[src/rtl/placar_pkg.sv]
// Shared constants for the scoreboard display paths: active-low 7-segment
// patterns (bit order gfedcba) and the scan phase encodings.
package placar_pkg;

    localparam logic [6:0] SEG_0    = 7'b1000000;
    localparam logic [6:0] SEG_1    = 7'b1111001;
    localparam logic [6:0] SEG_2    = 7'b0100100;
    localparam logic [6:0] SEG_3    = 7'b0110000;
    localparam logic [6:0] SEG_4    = 7'b0011001;
    localparam logic [6:0] SEG_5    = 7'b0010010;
    localparam logic [6:0] SEG_6    = 7'b0000010;
    localparam logic [6:0] SEG_7    = 7'b1111000;
    localparam logic [6:0] SEG_8    = 7'b0000000;
    localparam logic [6:0] SEG_9    = 7'b0010000;
    localparam logic [6:0] SEG_DASH = 7'b0111111;
    localparam logic [6:0] SEG_OFF  = 7'b1111111;

    // Scan phase: bit 1 selects the group (score/timer), bit 0 the digit.
    typedef enum logic [1:0] {
        FASE_PLACAR_DEZ = 2'b00,
        FASE_PLACAR_UNI = 2'b01,
        FASE_CRONO_DEZ  = 2'b10,
        FASE_CRONO_UNI  = 2'b11
    } fase_t;

endpackage

[src/rtl/bcd_para_7seg.sv]
// Combinational BCD nibble to active-low 7-segment (gfedcba) decoder.
// Nibbles 10..15 are shown as a dash so bad data is visible on the board.
module bcd_para_7seg
    import placar_pkg::*;
(
    input  logic [3:0] bcd,
    output logic [6:0] seg
);

    // Table lookup of the segment pattern for one digit.
    always_comb begin
        seg = SEG_DASH;
        case (bcd)
            4'd0:    seg = SEG_0;
            4'd1:    seg = SEG_1;
            4'd2:    seg = SEG_2;
            4'd3:    seg = SEG_3;
            4'd4:    seg = SEG_4;
            4'd5:    seg = SEG_5;
            4'd6:    seg = SEG_6;
            4'd7:    seg = SEG_7;
            4'd8:    seg = SEG_8;
            4'd9:    seg = SEG_9;
            default: seg = SEG_DASH;
        endcase
    end

endmodule

[src/rtl/gerador_varredura_display.sv]
// Scan timing and digit data for the 4-digit multiplexed scoreboard display.
// A prescaler steps a 2-bit phase at SCAN_HZ; the registered segment pattern
// follows the new phase on the same edge so anodes and segments switch
// together. Score and timer are snapshotted at the start of every frame to
// avoid tearing.
// Optional build macro GERADOR_VARREDURA_BLANK_EN: blanks the segments for
// BLANK_CYCLES clocks after each phase step (anti-ghosting).
module gerador_varredura_display
    import placar_pkg::*;
#(
    parameter int CLK_HZ       = 50_000_000,
    parameter int SCAN_HZ      = 240,
    parameter int BLANK_CYCLES = 64
) (
    input  logic       clock,
    input  logic       reset_n,
    input  logic [7:0] placar_bcd,
    input  logic [7:0] cronometro_bcd,
    output logic       scan_hi,
    output logic       scan_lo,
    output logic [6:0] segmentos,
    output logic       frame_start
);

    localparam int DIV = CLK_HZ / SCAN_HZ;
    localparam int PW  = $clog2(DIV);

    if (DIV < 2) begin : g_div_invalido
        $error("gerador_varredura_display: CLK_HZ/SCAN_HZ must be at least 2");
    end
    if (BLANK_CYCLES >= DIV) begin : g_blank_invalido
        $error("gerador_varredura_display: BLANK_CYCLES must be less than CLK_HZ/SCAN_HZ");
    end

    logic [PW-1:0] prescaler;
    logic          tick;
    fase_t         fase;
    fase_t         fase_prox;
    logic [7:0]    snap_placar;
    logic [7:0]    snap_crono;
    logic [3:0]    digito;
    logic [6:0]    seg_digito;

    assign tick      = (prescaler == PW'(DIV - 1));
    assign fase_prox = fase_t'(fase + 2'd1);
    assign scan_hi   = fase[1];
    assign scan_lo   = fase[0];

    // Free-running prescaler, 0..DIV-1.
    always_ff @(posedge clock or negedge reset_n) begin
        if (!reset_n)
            prescaler <= '0;
        else if (tick)
            prescaler <= '0;
        else
            prescaler <= prescaler + PW'(1);
    end

    // Phase step, frame snapshot and frame-start pulse on each tick.
    always_ff @(posedge clock or negedge reset_n) begin
        if (!reset_n) begin
            fase        <= FASE_PLACAR_DEZ;
            snap_placar <= 8'h00;
            snap_crono  <= 8'h00;
            frame_start <= 1'b0;
        end else if (tick) begin
            fase        <= fase_prox;
            frame_start <= (fase_prox == FASE_PLACAR_DEZ);
            if (fase_prox == FASE_PLACAR_DEZ) begin
                snap_placar <= placar_bcd;
                snap_crono  <= cronometro_bcd;
            end
        end else begin
            frame_start <= 1'b0;
        end
    end

    // Digit for the phase being entered; the first digit of a frame comes
    // straight from the live input because the snapshot loads on that edge.
    always_comb begin
        digito = 4'd0;
        case (fase_prox)
            FASE_PLACAR_DEZ: digito = placar_bcd[7:4];
            FASE_PLACAR_UNI: digito = snap_placar[3:0];
            FASE_CRONO_DEZ:  digito = snap_crono[7:4];
            FASE_CRONO_UNI:  digito = snap_crono[3:0];
            default:         digito = 4'd0;
        endcase
    end

    bcd_para_7seg u_decod (
        .bcd (digito),
        .seg (seg_digito)
    );

`ifdef GERADOR_VARREDURA_BLANK_EN
    localparam int BW = $clog2(BLANK_CYCLES + 2);

    logic [BW-1:0] blank_cnt;
    logic [6:0]    seg_pend;

    // Segment register with a blank window after each tick; the decoded
    // digit is held in seg_pend until the window closes.
    always_ff @(posedge clock or negedge reset_n) begin
        if (!reset_n) begin
            segmentos <= SEG_OFF;
            seg_pend  <= SEG_OFF;
            blank_cnt <= '0;
        end else if (tick) begin
            seg_pend <= seg_digito;
            if (BLANK_CYCLES == 0) begin
                segmentos <= seg_digito;
                blank_cnt <= '0;
            end else begin
                segmentos <= SEG_OFF;
                blank_cnt <= BW'(BLANK_CYCLES);
            end
        end else if (blank_cnt == BW'(1)) begin
            segmentos <= seg_pend;
            blank_cnt <= '0;
        end else if (blank_cnt != '0) begin
            blank_cnt <= blank_cnt - BW'(1);
        end
    end
`else
    // Segment register switches directly with the phase.
    always_ff @(posedge clock or negedge reset_n) begin
        if (!reset_n)
            segmentos <= SEG_OFF;
        else if (tick)
            segmentos <= seg_digito;
    end
`endif

endmodule

[config.mk]
export PLATFORM = sky130hd
export DESIGN_NAME = gerador_varredura_display
export DESIGN_NICKNAME = d
export VERILOG_FILES = /design/src/rtl/placar_pkg.sv /design/src/rtl/bcd_para_7seg.sv /design/src/rtl/gerador_varredura_display.sv
export SDC_FILE = /design/constraint.sdc
export NUM_CORES = 1
export LEC_CHECK = 0
export CAP_MARGIN = 5
export CORE_MARGIN = 2
export CORE_UTILIZATION = 50
export CTS_CLUSTER_SIZE = 10
export DETAILED_ROUTE_END_ITERATION = 6
export GPL_TIMING_DRIVEN = 0
export PLACE_DENSITY = 0.74
export SYNTH_ARGS = -nofsm -noshare
export SYNTH_HDL_FRONTEND = slang
export SYNTH_SLANG_ARGS = --single-unit
export TNS_END_PERCENT = 100
[constraint.sdc]
create_clock -name clock -period 2.1 [get_ports clock]
set_input_delay 0.525 -clock clock [delete_from_list [all_inputs] [get_ports clock]]
set_output_delay 0.525 -clock clock [all_outputs]
set_load 0.005 [all_outputs]
==> PnR_summary.wiki <==
{| class="wikitable"
! Metric !! Value
|-
| Overall die area || 4760 um^2
|-
| Sequential-to-total area share from yosys stat || 0.478
|-
| Synthesized area || 2110 um^2
|-
| Number of nets in the layout || 254
|-
| Count of standard-cell rows || 23
|-
| DR iter-0 viols || 96
|-
| Type of element launching the critical path || register
|-
| Number of enable flip-flop cells after synthesis || 0
|-
| Max transition margin || 0.423
|-
| Data arrival, critical path || 2230 ps
|-
| Port buffer count || 27
|-
| Number of hold buffers added after CTS || 0
|-
| Post-place instance area || 2440 um^2
|-
| Most frequently used cell type in the post-synthesis netlist || dfrtp_1
|-
| Via count of the first global-routing pass || 1579
|-
| Syn Area/Cell || 11.3 um^2
|-
| Area growth from synthesis to final layout || 23.7%
|-
| Top FF cell, synth || dfrtp_1
|-
| Setup crit end kind || register
|-
| Number of diodes || 0
|-
| Routed via count || 1545
|-
| Transition time at the pin with the least slew margin || 865 ps
|-
| WS Path Type || reg -> reg
|-
| Detailed-route wire length || 4310 um
|-
| Worst path max stage delay || 380 ps
|-
| Leakage dissipation || 0.00117 uW
|-
| Fin crit period || 2000 ps
|-
| Yosys cell types || 44
|-
| Net count after synthesis || 214
|-
| Source of the critical timing path || fase[0]
|-
| Die X-Extent || 69.0 um
|-
| DRC violation count after routing || 0
|-
| Worst clock skew on the final layout || 2.86 ps
|-
| Top cell type's share of synthesized area || 0.391
|-
| Via-to-Cell Ratio || 5.58
|-
| Overflow after GRT || 0
|-
| Final hold viol count || 0
|-
| Initial antenna violation count || 0
|-
| Yosys warnings || 0
|-
| Final ANT Viol Nets || 0
|-
| Power per cell area || 543 nW/um^2
|-
| Final setup vio count || 0
|-
| Clock tree from TritonCTS || built
|-
| Number of buffers on the longest clock path || 2
|-
| Total track usage || 0.206
|-
| First-pass GRT wire length || 7090 um
|-
| Post-DP HPWL || 3040 um
|-
| Period utilisation layout || 0.954
|-
| Library cell occupying the most area in the post-synthesis netlist || dfrtp_1
|-
| Fmax || 0.499 GHz
|-
| Number of pins exceeding their max-slew limit in the final report || 0
|-
| Register area || 1010 um^2
|-
| Cells after Synth || 186
|-
| Critical-path top delay cell || dfrtp_1
|-
| Critical path cell sequence || buf_4 > ha_4 > a222oi_1 > mux2_4 > inv_2 > ha_1 > nand3_1 > a21oi_2 > a21o_1
|-
| Detailed Routing Iterations Pass 1 || 4
|-
| Outcome || finished, final reports clean
|-
| Clock insertion delay at the later pin of the skew report || 290 ps
|-
| Largest net degree at the start of global routing || 41
|-
| Clock transition at the register clock pins on the worst setup and hold paths after CTS || 70 ps
|-
| Maximum VDD drop || 348 uV
|-
| Placer's final routability congestion estimate || 0.850
|-
| Share of layout cells above drive strength 1 || 0.242
|-
| Multi-input gate area in the final layout || 1060 um^2
|-
| Number of CTS-inserted buffers || 5
|-
| Proportion of synthesized flip-flops having asynchronous set or reset || 1.00
|-
| Initial standard-cell utilization of the core || 0.524
|-
| Top cells by instance count after synthesis || 33 x dfrtp_1, 12 x inv_1, 12 x nand2_1, 12 x nor2_1, 11 x nand3_1
|-
| Worst hold path class || in -> async
|-
| Total of flip-flops plus latches after synthesis || 40
|-
| Average routed wire per standard cell || 15.6 um
|-
| Required time of the critical path || 2330 ps
|-
| Sink count of the clock tree || 40
|-
| Vert. Die Dim || 69.0 um
|-
| Post-route cell area || 2610 um^2
|-
| Core area || 4030 um^2
|-
| IO Pins || 28
|-
| Clk Tree Root Cell || clkbuf_8
|-
| Worst r2r src || fase[0]
|-
| Total power after layout || 1420 uW
|-
| Number of filler cells placed in the layout || 329
|-
| Top cells by area, synth || dfrtp_1 39%, dfstp_2 8.7%, mux2_4 7.1%
|-
| Maximum fanout along the worst path || 5
|-
| Max-capacitance violation count || 0
|-
| Htree depth || 2
|}
[metrics by stage]
stage | setup slack [ps] | TNS (ps) | utilization | cells | hold WS [ps]
after floorplan | 170 | 0 | - | 186 | 229
after global placement | -355 | -11990 | 0.607 | 263 | 447
after detailed placement | -136 | -449 | 0.605 | 263 | 464
after CTS | 13.8 | 0 | 0.635 | 274 | 376
after global routing | -1.46 | -1.46 | 0.648 | 277 | 402
final | 96.1 | 0 | 0.648 | 277 | 339
[worst max-delay path: cells and delay by family (launching register included)]
family	cells	cell delay, ps
adder cells (fa/ha/maj)	2	390
multiplexers	1	260
AND/OR/NAND/NOR	1	110
flip-flops	1	380
buffers and inverters	2	220
AO/OA/AOI/OAI	3	590
[cell families (layout without fill, tap and decap cells)]
logic type                 Yosys count  in the layout  share of synthesized area
adders and majority gates           10             10                     0.0593
muxes                               19             19                      0.117
DFF                                 40             40                      0.478
buffers and inverters               17             58                     0.0356
AOI/OAI and AO/OA                   25             25                     0.0836
and+or+nand+nor                     62             62                      0.172
xor gates and xnor gates            13             13                     0.0539
[routing by layer]
| layer | global-route usage | routed length [um] | vias up |
|---|---|---|---|
| met5 | 0 | 0 | - |
| li1 | - | - | 741 |
| met3 | 0.0536 | 206 | 5 |
| met1 | 0.244 | 1880 | 764 |
| met4 | 0.0858 | 54 | 0 |
| met2 | 0.352 | 2180 | 35 |
[report_power, final]
part | internal [uW] | switching (uW)
logic | 56.2 | 45.0
clock network | 268 | 260
registers | 782 | 7.22
total | 1110 | 312
[path summary, 6_finish.rpt]
path | end | slack, ps | depth (start not counted)
worst max-delay path | segmentos[2] | 100 | 9
worst min-delay path | snap_crono[2] | 340 | 1
worst max register to register | segmentos[2] | 100 | 9
worst min register to register | segmentos[4] | 480 | 2
max in group asynchronous | prescaler[11] | 1220 | 1
min in group clock | segmentos[4] | 480 | 2
[cells in the final DEF, fill, tap and decap left out, drive strengths merged, types with 2 or more instances in the layout]
cell type,count
dfstp,7
nor4b,2
xnor2,10
nor2,12
and2,4
nand2,13
a222oi,4
o31ai,2
clkbuf,9
xor2,3
buf,11
dfrtp,33
inv,12
nand4,5
ha,10
and4,3
o21ai,7
mux2i,4
clkdlybuf4s50,26
a21oi,3
and3,2
o21a,2
nor3,2
mux2,15
nand3,12
[registers in the layout, indices dropped and copies added (netlist names)]
name / count
prescaler: 18
snap_crono: 8
segmentos: 7
snap_placar: 4
fase: 2
frame_start: 1
[final cells by class]
| type | instances | area share |
|---|---|---|
| clock buffer | 8 | 0.0345 |
| sequential | 40 | 0.387 |
| tap | 50 | 0.0240 |
| buffer | 5 | 0.0120 |
| inverter | 12 | 0.0172 |
| timing repair buffer | 33 | 0.119 |
| multi-input combinational | 129 | 0.407 |
[repair_timing]
item                       CTS  global route
pin swaps                    1             3
setup endpoints to repair    4             8
setup buffers                3             3
gates resized for setup      3            12
Power figures use the tool's default switching activity.
